[config.mk]
export PLATFORM = sky130hd
export DESIGN_NAME = spmv_row_acc_ctrl
export DESIGN_NICKNAME = d
export VERILOG_FILES = /design/src/rtl/spmv_row_acc_ctrl.sv
export SDC_FILE = /design/constraint.sdc
export NUM_CORES = 1
export LEC_CHECK = 0
export ABC_AREA = 1
export BUFFER_PORTS_ARGS = -buffer_cell sky130_fd_sc_hd__clkbuf_2
export CORE_ASPECT_RATIO = 1.4
export CORE_MARGIN = 4
export CORE_UTILIZATION = 44
export DETAILED_ROUTE_END_ITERATION = 8
export HOLD_SLACK_MARGIN = 0.06
export PLACE_DENSITY = 0.67
export SETUP_SLACK_MARGIN = 0.2
export SYNTH_ARGS = -nofsm -noshare
export SYNTH_HDL_FRONTEND = slang
export SYNTH_SLANG_ARGS = --single-unit
[constraint.sdc]
create_clock -name i_clk -period 3.3 [get_ports i_clk]
set_input_delay 0.99 -clock i_clk [delete_from_list [all_inputs] [get_ports i_clk]]
set_output_delay 0.99 -clock i_clk [all_outputs]
set_load 0.01 [all_outputs]
[src/rtl/spmv_row_acc_ctrl.sv]
`default_nettype none
// ============================================================================
// Module   : spmv_row_acc_ctrl
// Brief    : Sequences FP16 row accumulation through a fixed-latency adder and
//            emits one row sum per row. Optional macro SPMV_NNZ_COUNT_EN adds
//            a per-row non-zero product count on out_nnz.
// Revision : 1.0 - initial release
// ============================================================================
module spmv_row_acc_ctrl #(
    parameter int ADD_LAT = 1,
    parameter int ROW_W   = 16
) (
    input  logic             i_clk,
    input  logic             i_rstn,
    input  logic             in_valid,
    output logic             in_ready,
    input  logic [15:0]      in_data,
    input  logic             in_last,
    input  logic             in_empty,
    output logic [15:0]      add_a,
    output logic [15:0]      add_b,
    output logic             add_en,
    input  logic [15:0]      add_result,
    output logic             out_valid,
    input  logic             out_ready,
    output logic [15:0]      out_data,
    output logic [ROW_W-1:0] out_row,
    output logic             busy
`ifdef SPMV_NNZ_COUNT_EN
    ,
    output logic [ROW_W-1:0] out_nnz
`endif
);

    localparam logic [2:0] c_LAT = 3'(ADD_LAT);

    typedef enum logic [1:0] {
        ST_ACCEPT = 2'd0,
        ST_WAIT   = 2'd1,
        ST_OUT    = 2'd2
    } state_t;

    state_t      r_state;
    state_t      w_state_nxt;
    logic [15:0] r_acc;
    logic [2:0]  r_cnt;
    logic        r_last;
    logic        w_in_hs;
    logic        w_out_hs;
    logic        w_cnt_done;

    assign w_in_hs    = in_valid & in_ready;
    assign w_out_hs   = out_valid & out_ready;
    assign w_cnt_done = (r_state == ST_WAIT) && (r_cnt == 3'd0);

    always_ff @(posedge i_clk) begin
        if (!i_rstn) begin
            r_state <= ST_ACCEPT;
        end else begin
            r_state <= w_state_nxt;
        end
    end

    always_comb begin
        w_state_nxt = r_state;
        in_ready    = 1'b0;
        busy        = 1'b1;
        case (r_state)
            ST_ACCEPT: begin
                in_ready = 1'b1;
                busy     = 1'b0;
                if (w_in_hs) begin
                    w_state_nxt = in_empty ? ST_OUT : ST_WAIT;
                end
            end
            ST_WAIT: begin
                if (r_cnt == 3'd0) begin
                    w_state_nxt = r_last ? ST_OUT : ST_ACCEPT;
                end
            end
            ST_OUT: begin
                if (w_out_hs) begin
                    w_state_nxt = ST_ACCEPT;
                end
            end
            default: w_state_nxt = ST_ACCEPT;
        endcase
    end

    // The counter is loaded with ADD_LAT so that it reads zero exactly in the
    // cycle where the adder presents the sum for the issued operands.
    always_ff @(posedge i_clk) begin
        if (!i_rstn) begin
            r_acc     <= 16'h0000;
            r_cnt     <= 3'd0;
            r_last    <= 1'b0;
            add_a     <= 16'h0000;
            add_b     <= 16'h0000;
            add_en    <= 1'b0;
            out_valid <= 1'b0;
            out_data  <= 16'h0000;
            out_row   <= '0;
        end else begin
            add_en <= 1'b0;
            case (r_state)
                ST_ACCEPT: begin
                    if (w_in_hs) begin
                        if (in_empty) begin
                            out_data  <= 16'h0000;
                            out_valid <= 1'b1;
                        end else begin
                            add_a  <= in_data;
                            add_b  <= r_acc;
                            add_en <= 1'b1;
                            r_last <= in_last;
                            r_cnt  <= c_LAT;
                        end
                    end
                end
                ST_WAIT: begin
                    if (r_cnt == 3'd0) begin
                        if (r_last) begin
                            out_data  <= add_result;
                            out_valid <= 1'b1;
                            r_acc     <= 16'h0000;
                        end else begin
                            r_acc <= add_result;
                        end
                    end else begin
                        r_cnt <= r_cnt - 3'd1;
                    end
                end
                ST_OUT: begin
                    if (w_out_hs) begin
                        out_valid <= 1'b0;
                        out_row   <= out_row + ROW_W'(1);
                    end
                end
                default: ;
            endcase
        end
    end

`ifdef SPMV_NNZ_COUNT_EN
    logic [ROW_W-1:0] r_nnz;

    always_ff @(posedge i_clk) begin
        if (!i_rstn) begin
            r_nnz   <= '0;
            out_nnz <= '0;
        end else begin
            if ((r_state == ST_OUT) && w_out_hs) begin
                r_nnz <= '0;
            end else if ((r_state == ST_ACCEPT) && w_in_hs && !in_empty && (r_nnz != '1)) begin
                r_nnz <= r_nnz + ROW_W'(1);
            end
            if ((r_state == ST_ACCEPT) && w_in_hs && in_empty) begin
                out_nnz <= '0;
            end else if (w_cnt_done && r_last) begin
                out_nnz <= r_nnz;
            end
        end
    end
`endif

endmodule
`default_nettype wire
==> flow_metrics.env, run 1 <==
export IMPL_worstSetupStartpointType="flop"
export IMPL_met3WireLength_um=452
export IMPL_number_of_design_rule_violations_left_by_the_first_detailed_router_iteration=119
export IMPL_insertedDiodeCount=0
export IMPL_timing_critical_path_required_ps=2310
export IMPL_post_route_cells_drive_above_1_share=0.248
export IMPL_p_leak_nw=2.01
export IMPL_ir_drop_mv=0.248
export IMPL_clk_path_buf_depth=2
export IMPL_timing_reg2reg_setup_slack_ps=1700
export IMPL_grt_pass1_wl_mm=13.1
export IMPL_synth_cell_type_count=26
export IMPL_rr_endpoint="add_a[3]$_SDFFE_PN0P_"
export IMPL_cts_hold_buffers=0
export IMPL_design_final_nets=604
export IMPL_design_die_area_sq_um=9520
export IMPL_status="complete, no violations"
export IMPL_final_worst_clock_skew_ps=9.52
export IMPL_post_place_ws_ps=1070
export IMPL_avgSynthCellArea_sq_um=7.64
export IMPL_cts_resized=0
export IMPL_detailed_route_wire_length_per_cell_um=11.9
export IMPL_fp_row_count=38
export IMPL_drv_slew=0
export IMPL_numPortBuffers=105
export IMPL_cp_end_kind="output port"
export IMPL_cts_sinks=88
export IMPL_routed_top_layer="met4"
export IMPL_layout_min_cycle_time_ps=2120
export IMPL_grt_antenna_before_repair=0
export IMPL_ff2ff_path_depth=4
export IMPL_worst_endpoint_arrival_ps=1130
export IMPL_hold_violations=0
export IMPL_total_power_w=0.00218
export IMPL_worstMarginPinSlew_ps=681
export IMPL_pwr_density_cell_nw_per_um2=510
export IMPL_route_detailed_drc=0
export IMPL_wl_met1_mm=3.49
export IMPL_detailroute_via_count=3151
export IMPL_place_gp_congestion=0.846
export IMPL_number_of_nets_still_failing_antenna_checks_after_routing=0
export IMPL_min_delay_path_class="flop to flop"
export IMPL_floorplan_io_pins=106
export IMPL_setup_slack_ps=1180
export IMPL_stdcell_area_sq_um=4280
export IMPL_via_count_of_the_first_global_routing_pass=2907
export IMPL_floorplan_die_height_um=114
export IMPL_mappedNetlistArea_sq_um=3520
export IMPL_timing_worst_setup_path_type="flop to output port"
export IMPL_grt_start_max_net_pins=34
export IMPL_met2_length_mm=3.88
export IMPL_total_length_of_routed_wires_mm=7.96
export IMPL_final_core_utilization=0.549
export IMPL_placed_area_sq_um=4100
export IMPL_rsz0062_at_grt="no"
export IMPL_syn_inst=461
export IMPL_timing_critical_path_fanout_max=6
export IMPL_synth_sequential_area_ratio=0.500
export IMPL_worst_setup_hold_path_clk_slew_ps=90
export IMPL_drv_max_cap_violation_count=0
export IMPL_timing_fmax_mhz=471
export IMPL_firstDrtPassIters=4
export IMPL_dieWidth_um=83.6
export IMPL_start_util=0.452
export IMPL_worst_skew_pair_late_latency_ps=350
export IMPL_final_setup_tns_ps=0
export IMPL_cts_tree="done"
export IMPL_setup_viol=0
export IMPL_timing_hold_worst_endpoint="add_b[0]$_SDFFE_PN0P_"
export IMPL_place_detailed_hpwl_mm=6.06
export IMPL_hold_start="add_b[0]$_SDFFE_PN0P_"
export IMPL_final_cycle_utilization_of_the_critical_path=0.643
export IMPL_cts_inserted_buffers=9
export IMPL_globalRouteOverflowTotal=0
export IMPL_area_growth_synth_to_final_pct=21.5
export IMPL_cts_setup_buffers=0
export IMPL_synth_seq_cells=88
export IMPL_rr_startpoint="r_state[1]$_SDFFE_PN0P_"
export IMPL_synth_yosys_warnings=0
export IMPL_whs_path_cells=2
export IMPL_clock_root_buffer="sky130_fd_sc_hd__clkbuf_8"
export IMPL_total_routing_resource_utilization_after_global_routing=0.165
export IMPL_vias_per_cell=4.72
export IMPL_floorplan_core_area_sq_um=7800
export IMPL_synth_fp_nets=502
export IMPL_max_slew_margin=0.546
export IMPL_htree_num_levels=3
[final cells by class]
| class | instances | area [sq um] |
|---|---|---|
| Fill cell | 764 | 3520 |
| Sequential cell | 88 | 1760 |
| Multi-Input combinational cell | 273 | 1360 |
| Timing Repair Buffer | 106 | 533 |
| Inverter | 85 | 322 |
| Clock buffer | 10 | 138 |
| Tap cell | 100 | 125 |
| Clock inverter | 6 | 43.8 |
[state kept, by name, indices dropped and copies added, names as in the netlist]
| signal | count |
|---|---|
| add_a | 16 |
| add_b | 16 |
| add_en | 1 |
| out_data | 16 |
| out_row | 16 |
| out_valid | 1 |
| r_acc | 16 |
| r_cnt | 3 |
| r_last | 1 |
| r_state | 2 |
[synth_stat cells]
cell / number / share of area
sky130_fd_sc_hd__o21a_1: 1 / 0.0021
sky130_fd_sc_hd__dfxtp_1: 88 / 0.50
sky130_fd_sc_hd__nand3_1: 9 / 0.013
sky130_fd_sc_hd__nor2_1: 91 / 0.097
sky130_fd_sc_hd__inv_4: 1 / 0.0018
sky130_fd_sc_hd__nor2_4: 5 / 0.016
sky130_fd_sc_hd__buf_1: 1 / 0.0011
sky130_fd_sc_hd__a21oi_1: 13 / 0.018
sky130_fd_sc_hd__xnor2_1: 1 / 0.0025
sky130_fd_sc_hd__nand2_2: 5 / 0.0089
sky130_fd_sc_hd__inv_1: 80 / 0.085
sky130_fd_sc_hd__nand2_1: 61 / 0.065
sky130_fd_sc_hd__nand4_1: 7 / 0.012
sky130_fd_sc_hd__nand4_2: 2 / 0.0071
sky130_fd_sc_hd__a22o_1: 16 / 0.040
sky130_fd_sc_hd__buf_4: 1 / 0.0021
sky130_fd_sc_hd__ha_1: 3 / 0.011
sky130_fd_sc_hd__inv_2: 4 / 0.0043
sky130_fd_sc_hd__nor3_1: 2 / 0.0028
sky130_fd_sc_hd__nand2_4: 1 / 0.0032
sky130_fd_sc_hd__o21ai_0: 38 / 0.054
sky130_fd_sc_hd__clkbuf_1: 5 / 0.0053
sky130_fd_sc_hd__o22ai_1: 17 / 0.030
sky130_fd_sc_hd__buf_2: 6 / 0.0085
sky130_fd_sc_hd__buf_6: 2 / 0.0064
sky130_fd_sc_hd__nor2_2: 1 / 0.0018
[power breakdown]
| group | total, W | leakage, nW | internal, W | switching, W |
|---|---|---|---|---|
| Combinational | 0.000340 | 1.21 | 0.000127 | 0.000213 |
| Sequential | 0.00117 | 0.715 | 0.00113 | 0.0000420 |
| Clock | 0.000673 | 0.0809 | 0.000295 | 0.000378 |
| Total | 0.00218 | 2.01 | 0.00155 | 0.000633 |
[per-stage QoR]
step / hold slack [ps] / instances
floorplan: 449 / 461
global placement: 439 / 652
detailed placement: 445 / 652
CTS: 469 / 668
global route: 489 / 668
finish: 463 / 668
[cell families (layout without fill, tap and decap cells)]
group,Yosys count,in the layout,synth area share
adder cells (fa/ha/maj),3,3,0.0107
buffers and inverters,100,207,0.115
AND/OR/NAND/NOR,184,184,0.227
flip-flops,88,88,0.500
XOR/XNOR,1,1,0.00249
AO/OA/AOI/OAI,85,85,0.145
[critical path: stages, from the launching register on]
cell                       delay (ps)
sky130_fd_sc_hd__dfxtp_1          400
sky130_fd_sc_hd__nor2_4           210
sky130_fd_sc_hd__inv_1             50
sky130_fd_sc_hd__clkbuf_2         120
[per-layer routing]
layer | global-route usage | vias up
met5 | 0 | -
li1 | - | 1649
met3 | 0.0376 | 10
met2 | 0.289 | 88
met1 | 0.196 | 1404
met4 | 0.0633 | 0
[worst max path at each step]
stage	start	endpoint	slack (ps)	cells after the start
final	r_state[1]$_SDFFE_PN0P_	busy	1180	3
after global routing	r_state[1]$_SDFFE_PN0P_	busy	1100	3
after CTS	r_state[1]$_SDFFE_PN0P_	busy	1160	3
after detailed placement	i_rstn	out_row[9]$_SDFFE_PN0P_	1070	5
after global placement	i_rstn	out_row[9]$_SDFFE_PN0P_	1080	5
after floorplan	in_empty	out_data[10]$_SDFFE_PN0P_	1520	8
[cells in the final DEF, fill, tap and decap left out]
cell type / instances
sky130_fd_sc_hd__xnor2_1: 1
sky130_fd_sc_hd__o21ai_0: 38
sky130_fd_sc_hd__nor3_1: 2
sky130_fd_sc_hd__a22o_1: 16
sky130_fd_sc_hd__nand2_2: 5
sky130_fd_sc_hd__o21a_1: 1
sky130_fd_sc_hd__a21oi_1: 13
sky130_fd_sc_hd__clkinvlp_4: 4
sky130_fd_sc_hd__inv_4: 1
sky130_fd_sc_hd__ha_1: 3
sky130_fd_sc_hd__clkbuf_8: 10
sky130_fd_sc_hd__inv_6: 1
sky130_fd_sc_hd__nand4_1: 7
sky130_fd_sc_hd__nand2_1: 61
sky130_fd_sc_hd__inv_1: 80
sky130_fd_sc_hd__nor2_1: 91
sky130_fd_sc_hd__nand3_1: 9
sky130_fd_sc_hd__dfxtp_1: 88
sky130_fd_sc_hd__nor2_2: 1
sky130_fd_sc_hd__clkinv_2: 1
sky130_fd_sc_hd__nand2_4: 1
sky130_fd_sc_hd__buf_4: 1
sky130_fd_sc_hd__o22ai_1: 17
sky130_fd_sc_hd__nand4_2: 2
sky130_fd_sc_hd__nor2_4: 5
sky130_fd_sc_hd__clkbuf_2: 105
sky130_fd_sc_hd__inv_2: 4
Note: power is estimated with default switching activity, not from simulation.
==> run 2: changes to the inputs <==
clock period = 2.2 ns   (was 3.3 ns; I/O delays follow)
==> flow_metrics.env, run 2 (same netlist as run 1, synthesis figures left out) <==
export IMPL_status="complete, no violations"
export IMPL_clk_path_buf_depth=2
export IMPL_number_of_design_rule_violations_left_by_the_first_detailed_router_iteration=95
export IMPL_cts_tree="done"
export IMPL_number_of_nets_still_failing_antenna_checks_after_routing=0
export IMPL_worst_endpoint_arrival_ps=1120
export IMPL_timing_reg2reg_setup_slack_ps=600
export IMPL_cts_resized=0
export IMPL_setup_slack_ps=422
export IMPL_rr_startpoint="r_cnt[0]$_SDFFE_PN0P_"
export IMPL_cp_end_kind="output port"
export IMPL_cts_inserted_buffers=9
export IMPL_final_worst_clock_skew_ps=7.28
export IMPL_grt_start_max_net_pins=34
export IMPL_max_slew_margin=0.663
export IMPL_floorplan_core_area_sq_um=7800
export IMPL_worstMarginPinSlew_ps=505
export IMPL_floorplan_io_pins=106
export IMPL_total_routing_resource_utilization_after_global_routing=0.174
export IMPL_design_final_nets=607
export IMPL_via_count_of_the_first_global_routing_pass=3020
export IMPL_place_detailed_hpwl_mm=6.14
export IMPL_worst_setup_hold_path_clk_slew_ps=80
export IMPL_placed_cells=655
export IMPL_final_core_utilization=0.558
export IMPL_detailed_route_wire_length_per_cell_um=11.8
export IMPL_cts_sinks=88
export IMPL_worst_skew_pair_late_latency_ps=350
export IMPL_vias_per_cell=4.66
export IMPL_grt_antenna_before_repair=0
export IMPL_insertedDiodeCount=0
export IMPL_pwr_density_cell_nw_per_um2=805
export IMPL_total_power_w=0.00350
export IMPL_critPathMaxStageDelay_ps=390
export IMPL_route_detailed_drc=0
export IMPL_dieWidth_um=83.6
export IMPL_p_leak_nw=2.05
export IMPL_timing_critical_path_fanout_max=6
export IMPL_drv_slew=0
export IMPL_cts_setup_buffers=0
export IMPL_floorplan_die_height_um=114
export IMPL_final_setup_tns_ps=0
export IMPL_firstDrtPassIters=4
export IMPL_globalRouteOverflowTotal=0
export IMPL_rr_endpoint="out_data[8]$_SDFFE_PN0P_"
export IMPL_timing_fmax_mhz=562
export IMPL_total_length_of_routed_wires_mm=7.94
export IMPL_start_util=0.452
export IMPL_mostFrequentLayoutCells="sky130_fd_sc_hd__clkbuf_2, sky130_fd_sc_hd__nor2_1, sky130_fd_sc_hd__dfxtp_1"
export IMPL_ir_drop_mv=0.489
export IMPL_timing_critical_path_required_ps=1540
export IMPL_area_growth_synth_to_final_pct=23.5
export IMPL_final_cycle_utilization_of_the_critical_path=0.808
export IMPL_place_gp_congestion=0.812
export IMPL_hold_start="add_b[10]$_SDFFE_PN0P_"
export IMPL_design_die_area_sq_um=9520
export IMPL_htree_num_levels=3
export IMPL_rsz0062_at_grt="no"
export IMPL_layout_min_cycle_time_ps=1780
export IMPL_timing_hold_worst_endpoint="add_b[10]$_SDFFE_PN0P_"
export IMPL_cell_breakdown_of_the_critical_path="nor2_4 > inv_1 > clkbuf_2"
export IMPL_most_frequent_standard_cell_in_the_layout_excluding_fill_and_tap_cells="sky130_fd_sc_hd__clkbuf_2"
export IMPL_numPortBuffers=105
export IMPL_clock_root_buffer="sky130_fd_sc_hd__clkbuf_8"
export IMPL_detailroute_via_count=3125
export IMPL_crit_path_top_delay_cell="sky130_fd_sc_hd__dfxtp_1"
export IMPL_min_delay_path_class="flop to flop"
export IMPL_whs_path_cells=2
export IMPL_setup_viol=0
export IMPL_ff2ff_path_depth=10
export IMPL_post_route_cells_drive_above_1_share=0.252
export IMPL_worstSetupStartpointType="flop"
export IMPL_grt_pass1_wl_mm=13.6
export IMPL_fin_cells=671
export IMPL_hold_violations=0
export IMPL_post_place_ws_ps=404
export IMPL_n_fill_cell=774
export IMPL_drv_max_cap_violation_count=0
export IMPL_fp_row_count=38
export IMPL_cts_hold_buffers=0
export IMPL_timing_worst_setup_path_type="flop to output port"
run 2: cell count changes in the layout (fill, tap and decap cells not counted):
cell,change
sky130_fd_sc_hd__buf_4,+3
sky130_fd_sc_hd__clkinvlp_4,-2
sky130_fd_sc_hd__inv_6,-1
sky130_fd_sc_hd__bufinv_16,+2
sky130_fd_sc_hd__clkinv_2,-1
sky130_fd_sc_hd__clkinv_4,+2
run 2: metal layers:
metal,GRT usage,part of all wire
met4,0.0901,0.028
met5,0,0
met1,0.209,0.44
met2,0.295,0.48
met3,0.0347,0.052
run 2: area by class of cell:
class / count / area, sq um / area share
Tap cell: 100 / 125 / 0.0288
Inverter: 85 / 322 / 0.0739
Multi-Input combinational cell: 273 / 1360 / 0.312
Sequential cell: 88 / 1760 / 0.405
Clock buffer: 10 / 138 / 0.0316
Clock inverter: 6 / 92.6 / 0.0213
Timing Repair Buffer: 109 / 556 / 0.128
run 2: how the worst max path moves through the flow:
stage                       startpoint                   endpoint  slack [ps]  depth (start not counted)
3_5_place_dp                 out_ready    out_row[7]$_SDFFE_PN0P_         400                          6
4_1_cts        r_state[1]$_SDFFE_PN0P_                       busy         390                          3
6_report       r_state[1]$_SDFFE_PN0P_                       busy         420                          3
5_1_grt        r_state[1]$_SDFFE_PN0P_                       busy         340                          3
2_1_floorplan                 in_empty  out_data[10]$_SDFFE_PN0P_         750                          8
3_3_place_gp                 out_ready   out_row[13]$_SDFFE_PN0P_         460                          8
run 2: report_power, final:
group | switching (W) | internal (W)
logic | 0.000321 | 0.000194
clock network | 0.000565 | 0.000674
registers | 0.0000591 | 0.00169
run 2: critical path, delay by kind of cell (launching register included):
kind / cells / cell delay [ps]
and+or+nand+nor: 1 / 200
buffers and inverters: 2 / 170
DFF: 1 / 390
run 2: through the flow:
stage | hold slack, ps | cell area [sq um]
2_1_floorplan | 449 | 3520
5_1_grt | 492 | 4350
4_1_cts | 469 | 4350
3_5_place_dp | 447 | 4120
6_report | 461 | 4350
3_3_place_gp | 437 | 4120
